==> config.mk <==
export PLATFORM = sky130hd
export DESIGN_NAME = branch_pc_unit
export DESIGN_NICKNAME = d
export VERILOG_FILES = /design/src/rtl/cpu_pkg.sv /design/src/rtl/branch_target_calc.sv /design/src/rtl/branch_pc_unit.sv
export SDC_FILE = /design/constraint.sdc
export NUM_CORES = 1
export LEC_CHECK = 0
export BUFFER_PORTS_ARGS = -buffer_cell sky130_fd_sc_hd__clkbuf_2
export CORE_MARGIN = 2
export CORE_UTILIZATION = 50
export CTS_CLUSTER_DIAMETER = 60
export DETAILED_ROUTE_END_ITERATION = 10
export GPL_ROUTABILITY_DRIVEN = 0
export MAX_ROUTING_LAYER = met4
export PLACE_DENSITY = 0.74
export SLEW_MARGIN = 10
export SYNTH_ARGS = -nofsm -noshare
export SYNTH_HDL_FRONTEND = slang
export SYNTH_SLANG_ARGS = --single-unit
==> constraint.sdc <==
create_clock -name clk -period 4 [get_ports clk]
set_input_delay 0.4 -clock clk [delete_from_list [all_inputs] [get_ports clk]]
set_output_delay 0.4 -clock clk [all_outputs]
set_load 0.01 [all_outputs]
==> src/rtl/cpu_pkg.sv <==
// Shared control-flow types and constants for the program-counter stage.
package cpu_pkg;

  typedef enum logic [1:0] {
    BRANCH   = 2'd0,
    JAL      = 2'd1,
    JALR     = 2'd2,
    RESERVED = 2'd3
  } ctrl_kind_e;

  typedef enum logic [1:0] {
    RUN     = 2'd0,
    RESOLVE = 2'd1,
    TRAP    = 2'd2
  } pc_state_e;

  localparam int unsigned INSTR_BYTES = 32'd4;

  function automatic logic word_misaligned(input logic [1:0] low_bits);
    return low_bits != 2'b00;
  endfunction

endpackage

==> src/rtl/branch_target_calc.sv <==
// Combinational target, taken and misalignment evaluation for one latched
// control-flow instruction.
module branch_target_calc
  import cpu_pkg::*;
#(
  parameter int ADDR_WIDTH = 32,
  parameter int DATA_WIDTH = 32
) (
  input  ctrl_kind_e              kind,
  input  logic [ADDR_WIDTH-1:0]   instr_pc,
  input  logic [DATA_WIDTH-1:0]   imm,
  input  logic [DATA_WIDTH-1:0]   rs1_value,
  input  logic                    branch_condition,
  output logic [ADDR_WIDTH-1:0]   target,
  output logic                    taken,
  output logic                    misaligned
);

  localparam logic [ADDR_WIDTH-1:0] CLR_LSB = {{(ADDR_WIDTH-1){1'b1}}, 1'b0};

  logic [ADDR_WIDTH-1:0] imm_ext_s;
  logic [ADDR_WIDTH-1:0] rs1_ext_s;
  logic [ADDR_WIDTH-1:0] pc_rel_s;
  logic [ADDR_WIDTH-1:0] reg_rel_s;

  // The immediate is sign-extended; rs1 is treated as a plain address.
  assign imm_ext_s = ADDR_WIDTH'($signed(imm));
  assign rs1_ext_s = ADDR_WIDTH'(rs1_value);
  assign pc_rel_s  = instr_pc + imm_ext_s;
  assign reg_rel_s = (rs1_ext_s + imm_ext_s) & CLR_LSB;

  // Select target and taken by instruction kind.
  always_comb begin
    target = {ADDR_WIDTH{1'b0}};
    taken  = 1'b0;
    case (kind)
      BRANCH: begin
        target = pc_rel_s;
        taken  = branch_condition;
      end
      JAL: begin
        target = pc_rel_s;
        taken  = 1'b1;
      end
      JALR: begin
        target = reg_rel_s;
        taken  = 1'b1;
      end
      default: begin
        target = pc_rel_s;
        taken  = 1'b0;
      end
    endcase
    misaligned = taken && word_misaligned(target[1:0]);
  end

endmodule

==> src/rtl/branch_pc_unit.sv <==
// Program-counter stage: sequential fetch, BRANCH/JAL/JALR resolution with flush,
// link write-back and misaligned-target trap. Optional counters: BRANCH_PC_UNIT_PERF_EN.
module branch_pc_unit
  import cpu_pkg::*;
#(
  parameter int                    ADDR_WIDTH = 32,
  parameter int                    DATA_WIDTH = 32,
  parameter logic [ADDR_WIDTH-1:0] RESET_PC   = 32'h0000_0000,
  parameter logic [ADDR_WIDTH-1:0] TRAP_PC    = 32'h0000_0100
) (
  input  logic                  clk,
  input  logic                  rst_n,
  output logic [ADDR_WIDTH-1:0] pc,
  output logic                  pc_valid,
  input  logic                  pc_ready,
  input  logic                  instr_valid,
  output logic                  instr_ready,
  input  logic [1:0]            instr_kind,
  input  logic [ADDR_WIDTH-1:0] instr_pc,
  input  logic [DATA_WIDTH-1:0] imm,
  input  logic [DATA_WIDTH-1:0] rs1_value,
  input  logic                  rs1_valid,
  input  logic                  branch_condition,
  input  logic                  branch_valid,
  output logic                  flush,
  output logic [DATA_WIDTH-1:0] link_value,
  output logic                  link_valid,
  output logic                  trap,
  input  logic                  trap_ack
`ifdef BRANCH_PC_UNIT_PERF_EN
  ,
  output logic [31:0]           perf_resolved,
  output logic [31:0]           perf_taken
`endif
);

  pc_state_e             state_r;
  ctrl_kind_e            kind_r;
  logic [ADDR_WIDTH-1:0] pc_r;
  logic [ADDR_WIDTH-1:0] instr_pc_r;
  logic [DATA_WIDTH-1:0] imm_r;
  logic                  pc_valid_r;
  logic                  flush_r;
  logic                  link_valid_r;
  logic                  trap_r;

  logic [ADDR_WIDTH-1:0] target_s;
  logic [ADDR_WIDTH-1:0] seq_pc_s;
  logic                  taken_s;
  logic                  misaligned_s;
  logic                  resolve_ok_s;

  assign pc          = pc_r;
  assign pc_valid    = pc_valid_r;
  assign flush       = flush_r;
  assign link_valid  = link_valid_r;
  assign trap        = trap_r;
  assign instr_ready = pc_valid_r && (ctrl_kind_e'(instr_kind) != RESERVED);
  assign seq_pc_s    = instr_pc_r + ADDR_WIDTH'(INSTR_BYTES);
  assign link_value  = DATA_WIDTH'(seq_pc_s);

  branch_target_calc #(
    .ADDR_WIDTH (ADDR_WIDTH),
    .DATA_WIDTH (DATA_WIDTH)
  ) u_target (
    .kind             (kind_r),
    .instr_pc         (instr_pc_r),
    .imm              (imm_r),
    .rs1_value        (rs1_value),
    .branch_condition (branch_condition),
    .target           (target_s),
    .taken            (taken_s),
    .misaligned       (misaligned_s)
  );

  // Operand readiness needed before the latched instruction can resolve.
  always_comb begin
    resolve_ok_s = 1'b0;
    case (kind_r)
      BRANCH:  resolve_ok_s = branch_valid;
      JAL:     resolve_ok_s = 1'b1;
      JALR:    resolve_ok_s = rs1_valid;
      default: resolve_ok_s = 1'b0;
    endcase
  end

  // Control FSM; pc_valid is a register so it stays low while reset is held.
  always_ff @(posedge clk or negedge rst_n) begin
    if (!rst_n) begin
      state_r      <= RUN;
      kind_r       <= BRANCH;
      pc_r         <= RESET_PC;
      instr_pc_r   <= {ADDR_WIDTH{1'b0}};
      imm_r        <= {DATA_WIDTH{1'b0}};
      pc_valid_r   <= 1'b0;
      flush_r      <= 1'b0;
      link_valid_r <= 1'b0;
      trap_r       <= 1'b0;
    end else begin
      flush_r      <= 1'b0;
      link_valid_r <= 1'b0;
      case (state_r)
        RUN: begin
          pc_valid_r <= 1'b1;
          if (instr_valid && instr_ready) begin
            kind_r     <= ctrl_kind_e'(instr_kind);
            instr_pc_r <= instr_pc;
            imm_r      <= imm;
            pc_valid_r <= 1'b0;
            state_r    <= RESOLVE;
          end else if (pc_valid_r && pc_ready) begin
            pc_r <= pc_r + ADDR_WIDTH'(INSTR_BYTES);
          end
        end
        RESOLVE: begin
          if (resolve_ok_s) begin
            flush_r <= 1'b1;
            if (misaligned_s) begin
              trap_r  <= 1'b1;
              state_r <= TRAP;
            end else begin
              pc_r         <= taken_s ? target_s : seq_pc_s;
              link_valid_r <= (kind_r == JAL) || (kind_r == JALR);
              pc_valid_r   <= 1'b1;
              state_r      <= RUN;
            end
          end
        end
        TRAP: begin
          if (trap_ack) begin
            trap_r     <= 1'b0;
            pc_r       <= TRAP_PC;
            pc_valid_r <= 1'b1;
            state_r    <= RUN;
          end
        end
        default: begin
          trap_r     <= 1'b0;
          pc_valid_r <= 1'b0;
          state_r    <= RUN;
        end
      endcase
    end
  end

`ifdef BRANCH_PC_UNIT_PERF_EN
  logic [31:0] perf_resolved_r;
  logic [31:0] perf_taken_r;

  assign perf_resolved = perf_resolved_r;
  assign perf_taken    = perf_taken_r;

  // Saturating counters of non-trapping resolutions.
  always_ff @(posedge clk or negedge rst_n) begin
    if (!rst_n) begin
      perf_resolved_r <= 32'd0;
      perf_taken_r    <= 32'd0;
    end else if (state_r == RESOLVE && resolve_ok_s && !misaligned_s) begin
      if (perf_resolved_r != 32'hFFFF_FFFF) begin
        perf_resolved_r <= perf_resolved_r + 32'd1;
      end
      if (taken_s && perf_taken_r != 32'hFFFF_FFFF) begin
        perf_taken_r <= perf_taken_r + 32'd1;
      end
    end
  end
`endif

endmodule

==> flow_summary.yaml <==
pwr:
  leakage_nw: 4.79
  vdd_drop_max_uv: 406
  seqPwrFrac_pct: 21.1
  clock_power_share_pct: 7.7
  p_int_w: 0.00526
  powerDensity_nw_per_um2: 1050
  switchingPower_w: 0.00588
  p_sw_share_pct: 52.8
  combPwrFrac_pct: 71.2
worst_setup_path:
  crit_arrival_ns: 3.75
  crit_path_end_kind: "register"
  crit_fanout: 12
  cp_cell_sequence: "ha_1 > inv_1 > fa_1 > nor3b_1 > a2111oi_1 > buf_4 > o31ai_1 > nand3_1 > nor2_1 > buf_4 > o21ai_0 > a21oi_1 > o21ai_0 > o311ai_0"
  cpPeakStageDelay_ns: 0.50
  worstPathRequired_ns: 4.24
  worstSetupPathType: "register to register"
  critical_path.startpoint_type: "register"
  slowest_stage: "fa_1"
floorplan:
  initial_core_util_pct: 51.4
  die_area_um2: 19700
  die_h_um: 140
  ios: 175
  die_x_um: 140
  rows: 49
  core_um2: 18100
sta:
  totalNegativeSetupSlack_ns: 0
  grt_setup_unrepaired: "no"
  setup_viol: 0
  finalCritPeriodShare_pct: 87.6
  hold_ws_ns: 0.0120
  final-hold-violation-count: 0
  period_minus_slack_ns: 3.50
  fin_skew_ns: 0.00764
  relSlewSlack_pct: 33.8
  finalMaxSlewViolations: 0
  worst_slew_pin_slew_ns: 0.993
  clock.fmax_mhz: 286
finish:
  n_fill_cell: 1652
  final_cells: 1484
  drive_above_1_share_pct: 22.8
  final_nets: 1431
  syn2layout_area_growth_pct: 14.6
  n_antenna_cell: 0
clock_tree:
  ctsHtreeMaxLevel: 3
  insertion_delay_ns: 0.36
  ctsResizeCount: 0
  cts.clk_slew.worst_paths_ns: 0.06
  cts-root-buf: "clkbuf_16"
  numCtsBuffers: 9
  cts_tree: "done"
  cts.sinks: 104
  cts_setup_buffers: 0
  cts_buffer_depth: 2
  postCtsHoldBufs: 0
synthesis:
  synth_nets: 1278
  synth_area_leader_cell: "dfrtp_1"
  synth_edf_count: 0
  yosysUniqueCellTypes: 79
  synth_seq_area_share_pct: 28.0
  synth_cells: 1099
  async_reset_ff_share_pct: 100
  synth_top_area_share_pct: 28.0
  synth_area_leaders: "dfrtp_1 28%, ha_1 9.6%, mux2_2 8.0%"
  ys.flop_type: "dfrtp_1"
  ys_ff_latch: 104
  syn_avg_cell_area_um2: 8.45
  ys_warn_count: 0
  synth_area_um2: 9290
worst_hold_path:
  min_path_type: "input pin to async pin"
run:
  max-cap-violations: 0
global_routing:
  grt_pass1_wl_um: 42900
  grt_max_degree: 45
  overflow: 0
  grt_usage_pct: 28.2
  grt_antenna_before_repair: 0
  grt_pass1_vias: 8178
route:
  drc_errors: 0
  vias_per_cell: 6.10
  vias: 9052
  drt_iter0_drc: 810
  drt-pass1-iter-count: 5
  ant_nets: 0
  wl_per_cell_um: 18.3
  drt_wl_total_um: 27100
placement:
  dp_hpwl_um: 21700
  port-buffer-count: 174
  dp.cells: 1470
run_status:
  status: "completed"
per-layer routing:
metal / GRT usage [%] / wire, um
met1: 42.7 / 13100
met5: - / 0
met4: 8.45 / 565
met2: 38.2 / 10900
met3: 4.72 / 2500
kinds of logic (layout without fill, tap and decap cells):
logic type                 after synthesis  after routing  share of synthesized area (%)
AOI/OAI and AO/OA                      345            345                           23.5
and+or+nand+nor                        344            344                           18.2
DFF                                    104            104                           28.0
xor gates and xnor gates                82             82                           8.05
buffers and inverters                   77            233                           3.30
muxes                                   74             74                           8.86
adders and majority gates               73             73                           9.99
flip-flops by register name, indices dropped and copies added, names as in the netlist:
register	cells
imm_r	32
instr_pc_r	32
kind_r	2
flush	1
pc_valid	1
link_valid	1
pc	32
state_r	2
trap	1
cell usage after synthesis, types with 6 or more instances:
cell type,instances
a21oi_1,106
dfrtp_1,104
nand2_1,95
nor2_1,87
o21ai_0,74
ha_1,71
mux2_2,66
xnor2_1,47
nand3_1,42
clkbuf_1,35
inv_1,31
xor2_1,31
a21o_1,25
and3_1,23
nor3_1,22
a31oi_1,19
nand4_1,15
o31ai_1,13
a211oi_1,12
o211ai_1,12
o221ai_1,10
nand2b_1,9
mux2i_1,8
and4_1,7
nor4_1,7
o21a_1,7
a21boi_0,6
nor2b_1,6
o22ai_1,6
o31a_1,6
through the flow:
| step | util (%) | total power [W] | area, um2 | worst slack [ns] |
|---|---|---|---|---|
| 2_1_floorplan | - | 0.00788 | 9290 | 1.04 |
| 3_3_place_gp | 57.3 | 0.00998 | 10400 | 0.700 |
| 3_5_place_dp | 57.3 | 0.0101 | 10400 | 0.555 |
| 4_1_cts | 58.8 | 0.0110 | 10600 | 0.513 |
| 5_1_grt | 58.8 | 0.0121 | 10600 | 0.148 |
| 6_report | 58.8 | 0.0111 | 10600 | 0.498 |
final cells by class:
class | count | area (um2) | area share (%)
Multi-Input combinational cell | 918 | 6390 | 60.0
Sequential cell | 104 | 2600 | 24.5
Timing Repair Buffer | 187 | 971 | 9.12
Tap cell | 229 | 287 | 2.69
Clock buffer | 14 | 274 | 2.57
Inverter | 32 | 120 | 1.13
placed cells by master (no fill, tap or decap), types with 19 or more instances in the layout:
| cell | netlist | routed |
|---|---|---|
| xor2_1 | 31 | 31 |
| nand3_1 | 42 | 41 |
| a31oi_1 | 19 | 19 |
| dfrtp_1 | 104 | 104 |
| ha_1 | 71 | 71 |
| xnor2_1 | 47 | 47 |
| nor3_1 | 22 | 22 |
| inv_1 | 31 | 31 |
| mux2_2 | 66 | 66 |
| clkbuf_2 | 0 | 173 |
| nor2_1 | 87 | 86 |
| a21oi_1 | 106 | 106 |
| a21o_1 | 25 | 25 |
| o21ai_0 | 74 | 74 |
| and3_1 | 23 | 23 |
| nand2_1 | 95 | 95 |
worst max-delay path: cells and delay by family, from the launching register on:
family,cells,cell delay (ns)
and+or+nand+nor,3,0.96
AOI/OAI and AO/OA,6,0.85
DFF,1,0.40
adders and majority gates,2,0.72
buffers and inverters,3,0.45
power groups by stage:
stage               sequential, W  clock [W]  combinational [W]
finish                    0.00235   0.000856            0.00794
global route              0.00242   0.000911            0.00873
CTS                       0.00232   0.000867            0.00778
detailed placement        0.00234          0            0.00774
global placement          0.00232          0            0.00767
floorplan                 0.00213          0            0.00576
final timing paths:
check	from	to	slack, ns	cells past startpoint
min in group clk	instr_pc[26]	instr_pc_r[26]	0.26	2
worst min register to register	pc[13]	pc[13]	0.53	1
worst min-delay path	rst_n	imm_r[2]	0.01	1
worst max-delay path	instr_pc_r[0]	pc[17]	0.50	14
worst max register to register	instr_pc_r[0]	pc[17]	0.50	14
max in group asynchronous	rst_n	imm_r[28]	3.05	2
Note: power is estimated with default switching activity, not from simulation.
